$ cat config.mk
export PLATFORM = sky130hd
export DESIGN_NAME = ticket_sequencer_flat
export DESIGN_NICKNAME = d
export VERILOG_FILES = /design/src/rtl/ticket_sequencer_if.sv /design/src/rtl/ticket_sequencer.sv /design/src/flat_wrapper.sv
export SDC_FILE = /design/constraint.sdc
export NUM_CORES = 1
export LEC_CHECK = 0
export ABC_AREA = 1
export CORE_MARGIN = 2
export CORE_UTILIZATION = 46
export DETAILED_ROUTE_END_ITERATION = 10
export GPL_TIMING_DRIVEN = 0
export PLACE_DENSITY = 0.76
export RECOVER_POWER = 100
export SETUP_SLACK_MARGIN = 0.5
export SYNTH_ARGS = -nofsm -noshare
export SYNTH_HDL_FRONTEND = slang
export SYNTH_SLANG_ARGS = --single-unit
$ cat constraint.sdc
create_clock -name clk -period 1.9 [get_ports clk]
set_input_delay 0.475 -clock clk [delete_from_list [all_inputs] [get_ports clk]]
set_output_delay 0.475 -clock clk [all_outputs]
set_load 0.01 [all_outputs]
$ cat src/rtl/ticket_sequencer_if.sv
// Bundle of request, coin and issue signals between the ticket front panel,
// the sequencer and the change-processing datapath.
interface ticket_sequencer_if;
  logic       start;
  logic [1:0] dest_sel;
  logic [1:0] qua_sel;
  logic       sel_valid;
  logic       coin_valid;
  logic [3:0] coin_value;
  logic       cancel;
  logic       act_1;

  logic [1:0] destination_in;
  logic [1:0] qua_in;
  logic [3:0] cost_in;
  logic [3:0] coin_in;
  logic       finish;
  logic [3:0] refund;
  logic       refund_valid;
  logic       coin_reject;
  logic       busy;
  logic [2:0] state;

  // Handshake: start, sel_valid and coin_valid are single-cycle strobes that
  // are acted on only in the state that consumes them; there is no ready.
  // finish is a level held from ISSUE until act_1 is sampled high in WAIT_ACK.
  // refund and coin_reject are one-cycle results qualified by refund_valid
  // and by the coin_reject pulse itself.
  modport slave (
    input  start, dest_sel, qua_sel, sel_valid, coin_valid, coin_value,
           cancel, act_1,
    output destination_in, qua_in, cost_in, coin_in, finish, refund,
           refund_valid, coin_reject, busy, state
  );

  modport master (
    output start, dest_sel, qua_sel, sel_valid, coin_valid, coin_value,
           cancel, act_1,
    input  destination_in, qua_in, cost_in, coin_in, finish, refund,
           refund_valid, coin_reject, busy, state
  );
endinterface

$ cat src/rtl/ticket_sequencer.sv
// Ticket vending sequencer: selection, coin collection with timeout, issue
// handshake to the change datapath, and one-cycle refund on abort.
module ticket_sequencer #(
  parameter int unsigned TIMEOUT_CYC = 200
) (
  input  logic                      clk,
  input  logic                      rd,
  ticket_sequencer_if.slave         bus
);

  typedef enum logic [2:0] {
    IDLE     = 3'd0,
    SELECT   = 3'd1,
    COLLECT  = 3'd2,
    ISSUE    = 3'd3,
    WAIT_ACK = 3'd4,
    REFUND   = 3'd5
  } state_t;

  state_t     state_q, state_d;
  logic [1:0] dest_q, dest_d;
  logic [1:0] qua_q, qua_d;
  logic [3:0] cost_q, cost_d;
  logic [3:0] coin_q, coin_d;
  logic [7:0] idle_q, idle_d;
  logic       reject_q, reject_d;

  logic [3:0] fare;
  logic [3:0] cost_calc;
  logic [4:0] coin_sum;
  logic       coin_ok;
  logic [8:0] idle_inc;

  always_comb begin
    case (bus.dest_sel)
      2'd1:    fare = 4'd2;
      2'd2:    fare = 4'd3;
      2'd3:    fare = 4'd4;
      default: fare = 4'd0;
    endcase
  end

  // Largest product is 4 x 3 = 12, so 4 bits never overflow.
  assign cost_calc = fare * {2'b00, bus.qua_sel};
  assign coin_sum  = {1'b0, coin_q} + {1'b0, bus.coin_value};
  assign coin_ok   = (bus.coin_value != 4'd0) && (coin_sum <= 5'd15);
  assign idle_inc  = {1'b0, idle_q} + 9'd1;

  always_ff @(posedge clk or negedge rd) begin
    if (!rd) begin
      state_q  <= IDLE;
      dest_q   <= '0;
      qua_q    <= '0;
      cost_q   <= '0;
      coin_q   <= '0;
      idle_q   <= '0;
      reject_q <= 1'b0;
    end else begin
      state_q  <= state_d;
      dest_q   <= dest_d;
      qua_q    <= qua_d;
      cost_q   <= cost_d;
      coin_q   <= coin_d;
      idle_q   <= idle_d;
      reject_q <= reject_d;
    end
  end

  always_comb begin
    state_d  = state_q;
    dest_d   = dest_q;
    qua_d    = qua_q;
    cost_d   = cost_q;
    coin_d   = coin_q;
    idle_d   = idle_q;
    reject_d = 1'b0;
    case (state_q)
      IDLE: begin
        if (bus.start) state_d = SELECT;
      end
      SELECT: begin
        if (bus.cancel) begin
          state_d = IDLE;
        end else if (bus.sel_valid && bus.dest_sel != 2'd0 && bus.qua_sel != 2'd0) begin
          dest_d  = bus.dest_sel;
          qua_d   = bus.qua_sel;
          cost_d  = cost_calc;
          coin_d  = 4'd0;
          idle_d  = 8'd0;
          state_d = COLLECT;
        end
      end
      COLLECT: begin
        // A coin arriving while leaving COLLECT is refused so it is returned.
        if (bus.cancel) begin
          state_d  = REFUND;
          reject_d = bus.coin_valid;
        end else if (coin_q >= cost_q) begin
          state_d  = ISSUE;
          reject_d = bus.coin_valid;
        end else if (bus.coin_valid && coin_ok) begin
          coin_d = coin_sum[3:0];
          idle_d = 8'd0;
        end else begin
          reject_d = bus.coin_valid;
          idle_d   = idle_inc[7:0];
          if (idle_inc == 9'(TIMEOUT_CYC)) state_d = REFUND;
        end
      end
      ISSUE: begin
        state_d = WAIT_ACK;
      end
      WAIT_ACK: begin
        if (bus.act_1) begin
          state_d = IDLE;
          dest_d  = 2'd0;
          qua_d   = 2'd0;
          cost_d  = 4'd0;
          coin_d  = 4'd0;
        end
      end
      REFUND: begin
        state_d = IDLE;
        dest_d  = 2'd0;
        qua_d   = 2'd0;
        cost_d  = 4'd0;
        coin_d  = 4'd0;
      end
      default: begin
        state_d = IDLE;
      end
    endcase
  end

  // Every output is a function of registers only.
  assign bus.state          = state_q;
  assign bus.busy           = (state_q != IDLE);
  assign bus.destination_in = dest_q;
  assign bus.qua_in         = qua_q;
  assign bus.cost_in        = cost_q;
  assign bus.coin_in        = coin_q;
  assign bus.finish         = (state_q == ISSUE) || (state_q == WAIT_ACK);
  assign bus.refund_valid   = (state_q == REFUND);
  assign bus.refund         = (state_q == REFUND) ? coin_q : 4'd0;
  assign bus.coin_reject    = reject_q;

endmodule

$ cat src/flat_wrapper.sv
// flat-port wrapper written by rule: the top's interface ports become plain ports
module ticket_sequencer_flat 
#(
  parameter int unsigned TIMEOUT_CYC = 200
)
  (clk, rd, bus_start, bus_dest_sel, bus_qua_sel, bus_sel_valid, bus_coin_valid, bus_coin_value, bus_cancel, bus_act_1, bus_destination_in, bus_qua_in, bus_cost_in, bus_coin_in, bus_finish, bus_refund, bus_refund_valid, bus_coin_reject, bus_busy, bus_state);
  ticket_sequencer_if bus_i ();
  input  logic clk;
  input  logic rd;
  input wire logic [$bits(bus_i.start)-1:0] bus_start;
  input wire logic [$bits(bus_i.dest_sel)-1:0] bus_dest_sel;
  input wire logic [$bits(bus_i.qua_sel)-1:0] bus_qua_sel;
  input wire logic [$bits(bus_i.sel_valid)-1:0] bus_sel_valid;
  input wire logic [$bits(bus_i.coin_valid)-1:0] bus_coin_valid;
  input wire logic [$bits(bus_i.coin_value)-1:0] bus_coin_value;
  input wire logic [$bits(bus_i.cancel)-1:0] bus_cancel;
  input wire logic [$bits(bus_i.act_1)-1:0] bus_act_1;
  output wire logic [$bits(bus_i.destination_in)-1:0] bus_destination_in;
  output wire logic [$bits(bus_i.qua_in)-1:0] bus_qua_in;
  output wire logic [$bits(bus_i.cost_in)-1:0] bus_cost_in;
  output wire logic [$bits(bus_i.coin_in)-1:0] bus_coin_in;
  output wire logic [$bits(bus_i.finish)-1:0] bus_finish;
  output wire logic [$bits(bus_i.refund)-1:0] bus_refund;
  output wire logic [$bits(bus_i.refund_valid)-1:0] bus_refund_valid;
  output wire logic [$bits(bus_i.coin_reject)-1:0] bus_coin_reject;
  output wire logic [$bits(bus_i.busy)-1:0] bus_busy;
  output wire logic [$bits(bus_i.state)-1:0] bus_state;
  assign bus_i.start = bus_start;
  assign bus_i.dest_sel = bus_dest_sel;
  assign bus_i.qua_sel = bus_qua_sel;
  assign bus_i.sel_valid = bus_sel_valid;
  assign bus_i.coin_valid = bus_coin_valid;
  assign bus_i.coin_value = bus_coin_value;
  assign bus_i.cancel = bus_cancel;
  assign bus_i.act_1 = bus_act_1;
  assign bus_destination_in = bus_i.destination_in;
  assign bus_qua_in = bus_i.qua_in;
  assign bus_cost_in = bus_i.cost_in;
  assign bus_coin_in = bus_i.coin_in;
  assign bus_finish = bus_i.finish;
  assign bus_refund = bus_i.refund;
  assign bus_refund_valid = bus_i.refund_valid;
  assign bus_coin_reject = bus_i.coin_reject;
  assign bus_busy = bus_i.busy;
  assign bus_state = bus_i.state;
  ticket_sequencer #(.TIMEOUT_CYC(TIMEOUT_CYC)) u_core (.clk(clk), .rd(rd), .bus(bus_i));
endmodule
==> flow_metrics.tcl, run 1 <==
set metrics [dict create \
    relSlewSlack_pct 11.4 \
    p_per_area_nw_per_um2 1390 \
    cts_buffers 3 \
    netlist_instances 242 \
    fin_crit_ns 1.82 \
    yosysUniqueCellTypes 28 \
    clkSlewWorstSetupHoldPaths_ns 0.09 \
    ys.warnings.count 0 \
    gr-usage-all-layers_pct 24.3 \
    cts_max_path_buffers 2 \
    ys_async_sr_fraction_pct 100 \
    finClkSkew_ns 0.00522 \
    grt_setup_unrepaired "yes" \
    drc 0 \
    grt_overflow 0 \
    grt_max_degree 25 \
    hold_ws_ns 0.457 \
    fmax_mhz 551 \
    setup_viol 0 \
    placed_cell_area_um2 2380 \
    multi_input_area_um2 1410 \
    route.met2.wl_mm 3.13 \
    fillers 221 \
    globalplace.congestion 0.803 \
    dieWidth_um 67.0 \
    yosys-top-cells-area "dfrtp_1 (33%), nand2_1 (9.9%), ha_1 (8.9%)" \
    wl_per_cell_um 16.2 \
    met3_wirelength_um 258 \
    grt_pass1_wl_mm 8.28 \
    ys.flop_type "dfrtp_1" \
    yosys-top-cells-count "nand2_1 (48), inv_1 (34), nor2_1 (27), dfrtp_1 (24), nand3_1 (24)" \
    period_share_pct 95.6 \
    top_layer_used "met4" \
    drive_gt1_share_pct 50.9 \
    drv_cap 0 \
    ant_nets 0 \
    totalWireLength_mm 6.07 \
    power_uw 4240 \
    power.leakage_uw 0.00144 \
    dr.pass1.iters 5 \
    path_class "reg2reg" \
    syn-cell-area_um2 1830 \
    crit_path_start_kind "register" \
    die-area_um2 4490 \
    htreeDepth 1 \
    grt_pass1_vias 1854 \
    portBuffers 37 \
    post-route-cell-area_um2 3050 \
    num_rows 22 \
    vias 2024 \
    synth_top_area_cell "dfrtp_1" \
    initial_core_util_pct 48.8 \
    utilization_pct 81.4 \
    clkLatencyLatePin_ns 0.27 \
    seq_area_frac_synth_pct 32.9 \
    ir_drop_v 0.000927 \
    status "complete, no violations" \
    viasPerCell 5.41 \
    critPathRequiredTime_ns 2.07 \
    antenna_found_initial 0 \
    slew_viol_final 0 \
    avgSynthCellArea_um2 7.55 \
    met1_length_mm 2.44 \
    hold_class "in2reg" \
    yosysMostFrequentCell "nand2_1" \
    hold_violations 0 \
    areaGrowthSynthToFinish_pct 66.7 \
    ys_ff_latch 24 \
    antenna_cells 0 \
    synth-edff-count 0 \
    fin_nets 357 \
    root_buffer "clkbuf_8" \
    syn_nets 272 \
    die_y_um 67.0 \
    cts_tree "done" \
    hpwlAfterDp_mm 3.30 \
    post_cts_hold_buffer_count 0 \
    core_um2 3740 \
    drtIter0Drc 95 \
    ioPinCount 38 \
    critical_path_arrival_ns 1.99 \
    regArea_um2 608 \
    crit_fanout 5 \
    cp-end-kind "register" \
    synth_top_area_share_pct 32.9 \
    clock_sinks 24 \
    tightest_slew_ns 1.33 \
]
-- area by class of cell --
type,instances,area share (%)
buffer,1,0.657
clock buffer,3,1.36
clock inverter,1,0.986
inverter,38,5.75
multi-input combinational,180,46.1
sequential,24,20.0
tap,48,1.97
timing repair buffer,79,23.2
-- critical path, stage by stage, from the launching register on --
cell and delay [ns]:
dfrtp_2 0.45, inv_1 0.15, ha_1 0.27, nand4_1 0.16, nand4_2 0.19, o21ai_2 0.19, nand3_4 0.14, nand2_1 0.10
nand2_1 0.05
-- cell usage in the layout (no fill, tap or decap), drive strengths merged --
cell type / count
a21o: 1
a21oi: 6
buf: 54
bufinv: 1
clkbuf: 13
clkdlybuf4s15: 1
clkdlybuf4s25: 5
clkdlybuf4s50: 2
dfrtp: 24
dlygate4sd2: 8
fa: 2
ha: 13
inv: 38
nand2: 60
nand3: 26
nand3b: 1
nand4: 9
nor2: 32
nor3: 3
nor3b: 1
o21ai: 21
o21bai: 2
or2: 2
xor2: 1
-- kinds of logic after synthesis --
family	Yosys count	synth area share [%]
compound gates	30	10.5
buf+inv	39	8.62
fa+ha+maj	15	11.1
xor+xnor	1	0.479
flops	24	32.9
simple gates	133	36.5
-- what timing repair did --
item / CTS / global route
resized for setup: 152 / 59
endpoints found under the setup margin: 71 / 66
pin swaps: 21 / 27
gates cloned: 1 / 0
setup buffers: 27 / 15
-- flip-flops by register name (all words and copies together), names as in the netlist --
register	flops
u_core.bus.cost_in	4
u_core.bus.coin_reject	1
u_core.bus.coin_in	4
u_core.bus.state	3
u_core.bus.qua_in	2
u_core.idle_q	8
u_core.bus.destination_in	2
-- where the power goes --
group	total, µW	internal (µW)	switching, µW
clock network	464	282	182
registers	816	671	146
logic	2960	1370	1590
total	4240	2320	1920
-- metrics by stage --
stage	setup TNS [ns]	setup slack, ns	instances
6_report	0	0.0841	374
5_1_grt	-0.0270	-0.0249	374
4_1_cts	0	0.120	359
3_5_place_dp	-11.46	-0.608	327
3_3_place_gp	-10.85	-0.588	327
2_1_floorplan	0	0.184	242
-- worst paths after layout --
kind,depth (start not counted),end,from,slack [ns]
setup reg to reg,8,u_core.bus.coin_in[2]$_DFFE_PN0P_,u_core.bus.coin_in[0]$_DFFE_PN0P_,0.08
hold / removal,3,u_core.bus.destination_in[0]$_DFFE_PN0P_,bus_dest_sel[0],0.46
min in group asynchronous,1,u_core.idle_q[4]$_DFFE_PN0P_,rd,0.47
setup / recovery,8,u_core.bus.coin_in[2]$_DFFE_PN0P_,u_core.bus.coin_in[0]$_DFFE_PN0P_,0.08
hold reg to reg,2,u_core.bus.qua_in[0]$_DFFE_PN0P_,u_core.bus.qua_in[0]$_DFFE_PN0P_,0.50
max in group asynchronous,1,u_core.bus.state[0]$_DFFE_PN0P_,rd,0.55
-- per-layer routing --
layer / track usage (%) / vias to the layer above
met5: 0 / -
met1: 29.9 / 978
met4: 6.89 / 0
met3: 3.38 / 18
met2: 43.6 / 65
li1: - / 963
(Power assumes the default switching activity.)
==> run 2: changes to the inputs <==
- CORE_MARGIN: 2 -> not set
==> run 2 against run 1 <==
Against the previous run:
- sequential share of layout area down 0.81 points
- routed wire length up 8.8%
- sequential power up 2%
- setup slack worse by 0.013 ns
- maximum frequency down 0.73%
- core utilization up 3.1 points
- critical path depth up 3
- clock skew down 0.0024 ns
- register-to-register slack about the same
- count of clock-buffer cells in the layout unchanged
- final cell count up 2.7%
==> flow_metrics.tcl, run 2 (synthesis results as in run 1) <==
set metrics [dict create \
    status "complete, no violations" \
    regMostFlops "u_core.idle_q" \
    dr.pass1.iters 5 \
    hpwlAfterDp_mm 3.22 \
    grt_pass1_vias 1881 \
    power_frac_comb_pct 71.5 \
    relSlewSlack_pct 8.58 \
    finClkSkew_ns 0.00278 \
    utilization_pct 84.5 \
    grt_pass1_wl_mm 8.80 \
    areaGrowthSynthToFinish_pct 73.0 \
    grt_max_degree 25 \
    wl_per_cell_um 17.2 \
    drtIter0Drc 138 \
    critical_path_arrival_ns 2.05 \
    cts_buffers 3 \
    fmax_mhz 547 \
    p_per_area_nw_per_um2 1430 \
    post_cts_hold_buffer_count 0 \
    crit_path_start_kind "register" \
    fin_nets 367 \
    dieWidth_um 65.0 \
    die_y_um 65.0 \
    clkPwrFrac_pct 10.2 \
    ir_drop_v 0.000999 \
    drv_cap 0 \
    drc 0 \
    largest_reg_flops 8 \
    cts_max_path_buffers 2 \
    tightest_slew_ns 1.37 \
    layout_commonest_cell "nand2_1" \
    core_um2 3740 \
    internal-power_uw 2510 \
    fin_crit_ns 1.83 \
    htreeDepth 1 \
    ant_nets 0 \
    path_class "reg2reg" \
    globalplace.congestion 0.823 \
    cts_tree "done" \
    root_buffer "clkbuf_8" \
    crit_fanout 5 \
    initial_core_util_pct 48.8 \
    clkLatencyLatePin_ns 0.27 \
    grt_overflow 0 \
    drive_gt1_share_pct 51.8 \
    period_share_pct 96.3 \
    switching_power_uw 2030 \
    slew_viol_final 0 \
    viasPerCell 5.45 \
    die-area_um2 4230 \
    p_seq_share_pct 18.3 \
    hold_class "in2reg" \
    antenna_found_initial 0 \
    setup_viol 0 \
    layout_common_cells "nand2_1 (38), buf_4 (29), inv_1 (20), buf_6 (20), dfrtp_1 (20)" \
    critPathRequiredTime_ns 2.12 \
    num_rows 22 \
    grt_setup_unrepaired "yes" \
    hold_violations 0 \
    antenna_cells 0 \
    cp-end-kind "register" \
    power.leakage_uw 0.00150 \
    clock_sinks 24 \
    totalWireLength_mm 6.61 \
    portBuffers 37 \
    gr-usage-all-layers_pct 27.0 \
    post-place-ws_ns -0.613 \
    ioPinCount 38 \
    swShare_pct 44.7 \
    setup_ws_ns 0.0707 \
    clkSlewWorstSetupHoldPaths_ns 0.09 \
    vias 2094 \
]
run 2: changes by cell type in the layout (fill, tap and decap cells not counted), sizes merged:
| cell | change |
|---|---|
| buf | +9 |
| clkbuf | +1 |
| clkdlybuf4s15 | +1 |
| clkdlybuf4s25 | -1 |
| clkinv | +1 |
| inv | -1 |
run 2: per-stage QoR:
step	setup TNS, ns	std cells	hold WS, ns	instance area, µm²	power, µW
6_report	0	384	0.456	3160	4540
5_1_grt	-0.434	384	0.463	3160	4760
4_1_cts	0	366	0.451	2950	3950
3_5_place_dp	-11.65	327	0.494	2380	2650
3_3_place_gp	-10.84	327	0.492	2380	2600
2_1_floorplan	0	242	0.179	1950	2030
run 2: critical path, stage by stage (launching register included):
cell,delay (ns)
dfrtp_1,0.43
buf_6,0.15
nand2_4,0.08
buf_6,0.10
nor2_4,0.04
clkbuf_1,0.12
nand2_4,0.08
nand2_8,0.08
nor2_2,0.27
clkdlybuf4s15_1,0.29
nand3_2,0.07
nand2_1,0.06
run 2: final cells by class:
cell class	instances	area, µm²
flip-flops and latches	24	606
repair buffers	89	815
well taps	48	60.1
clock buffers	3	41.3
clock inverters	1	30.0
multi-input cells	180	1410
fillers	210	582
inverters	38	185
plain buffers	1	20.0
run 2: layer usage:
layer | global-route usage (%) | part of all wire (%) | routed length (µm)
met1 | 35.4 | 40 | 2650
met2 | 48.3 | 54 | 3570
met3 | 1.58 | 3.0 | 198
met4 | 6.52 | 2.9 | 189
met5 | 0 | 0 | 0
run 2: worst paths after layout:
check,start,endpoint,slack [ns],cells after the start
min in group asynchronous,rd,u_core.bus.destination_in[1]$_DFFE_PN0P_,0.49,1
worst max register to register,u_core.bus.state[0]$_DFFE_PN0P_,u_core.bus.destination_in[0]$_DFFE_PN0P_,0.07,11
worst min-delay path,bus_dest_sel[0],u_core.bus.destination_in[0]$_DFFE_PN0P_,0.46,3
worst max-delay path,u_core.bus.state[0]$_DFFE_PN0P_,u_core.bus.destination_in[0]$_DFFE_PN0P_,0.07,11
worst min register to register,u_core.bus.destination_in[0]$_DFFE_PN0P_,u_core.bus.destination_in[0]$_DFFE_PN0P_,0.49,2
max in group asynchronous,rd,u_core.bus.state[2]$_DFFE_PN0P_,0.51,1
run 2: power groups by stage:
| stage | clock network [µW] | registers (µW) | logic (µW) |
|---|---|---|---|
| final | 462 | 832 | 3240 |
| after global routing | 475 | 842 | 3440 |
| after CTS | 459 | 819 | 2670 |
| after detailed placement | 0 | 833 | 1820 |
| after global placement | 0 | 828 | 1780 |
| after floorplan | 0 | 857 | 1170 |
run 2: repair_timing:
item                       CTS  global route
buffers inserted            33            18
cloned                       2             0
resized for setup          168            46
setup endpoints to repair   71            68
pin swaps                   26            11
==> run 3: changes to the inputs <==
- SLEW_MARGIN: not set -> 5
==> results of run 3 <==
Same layout as run 2: the final DEF is identical, and so are final timing and power.
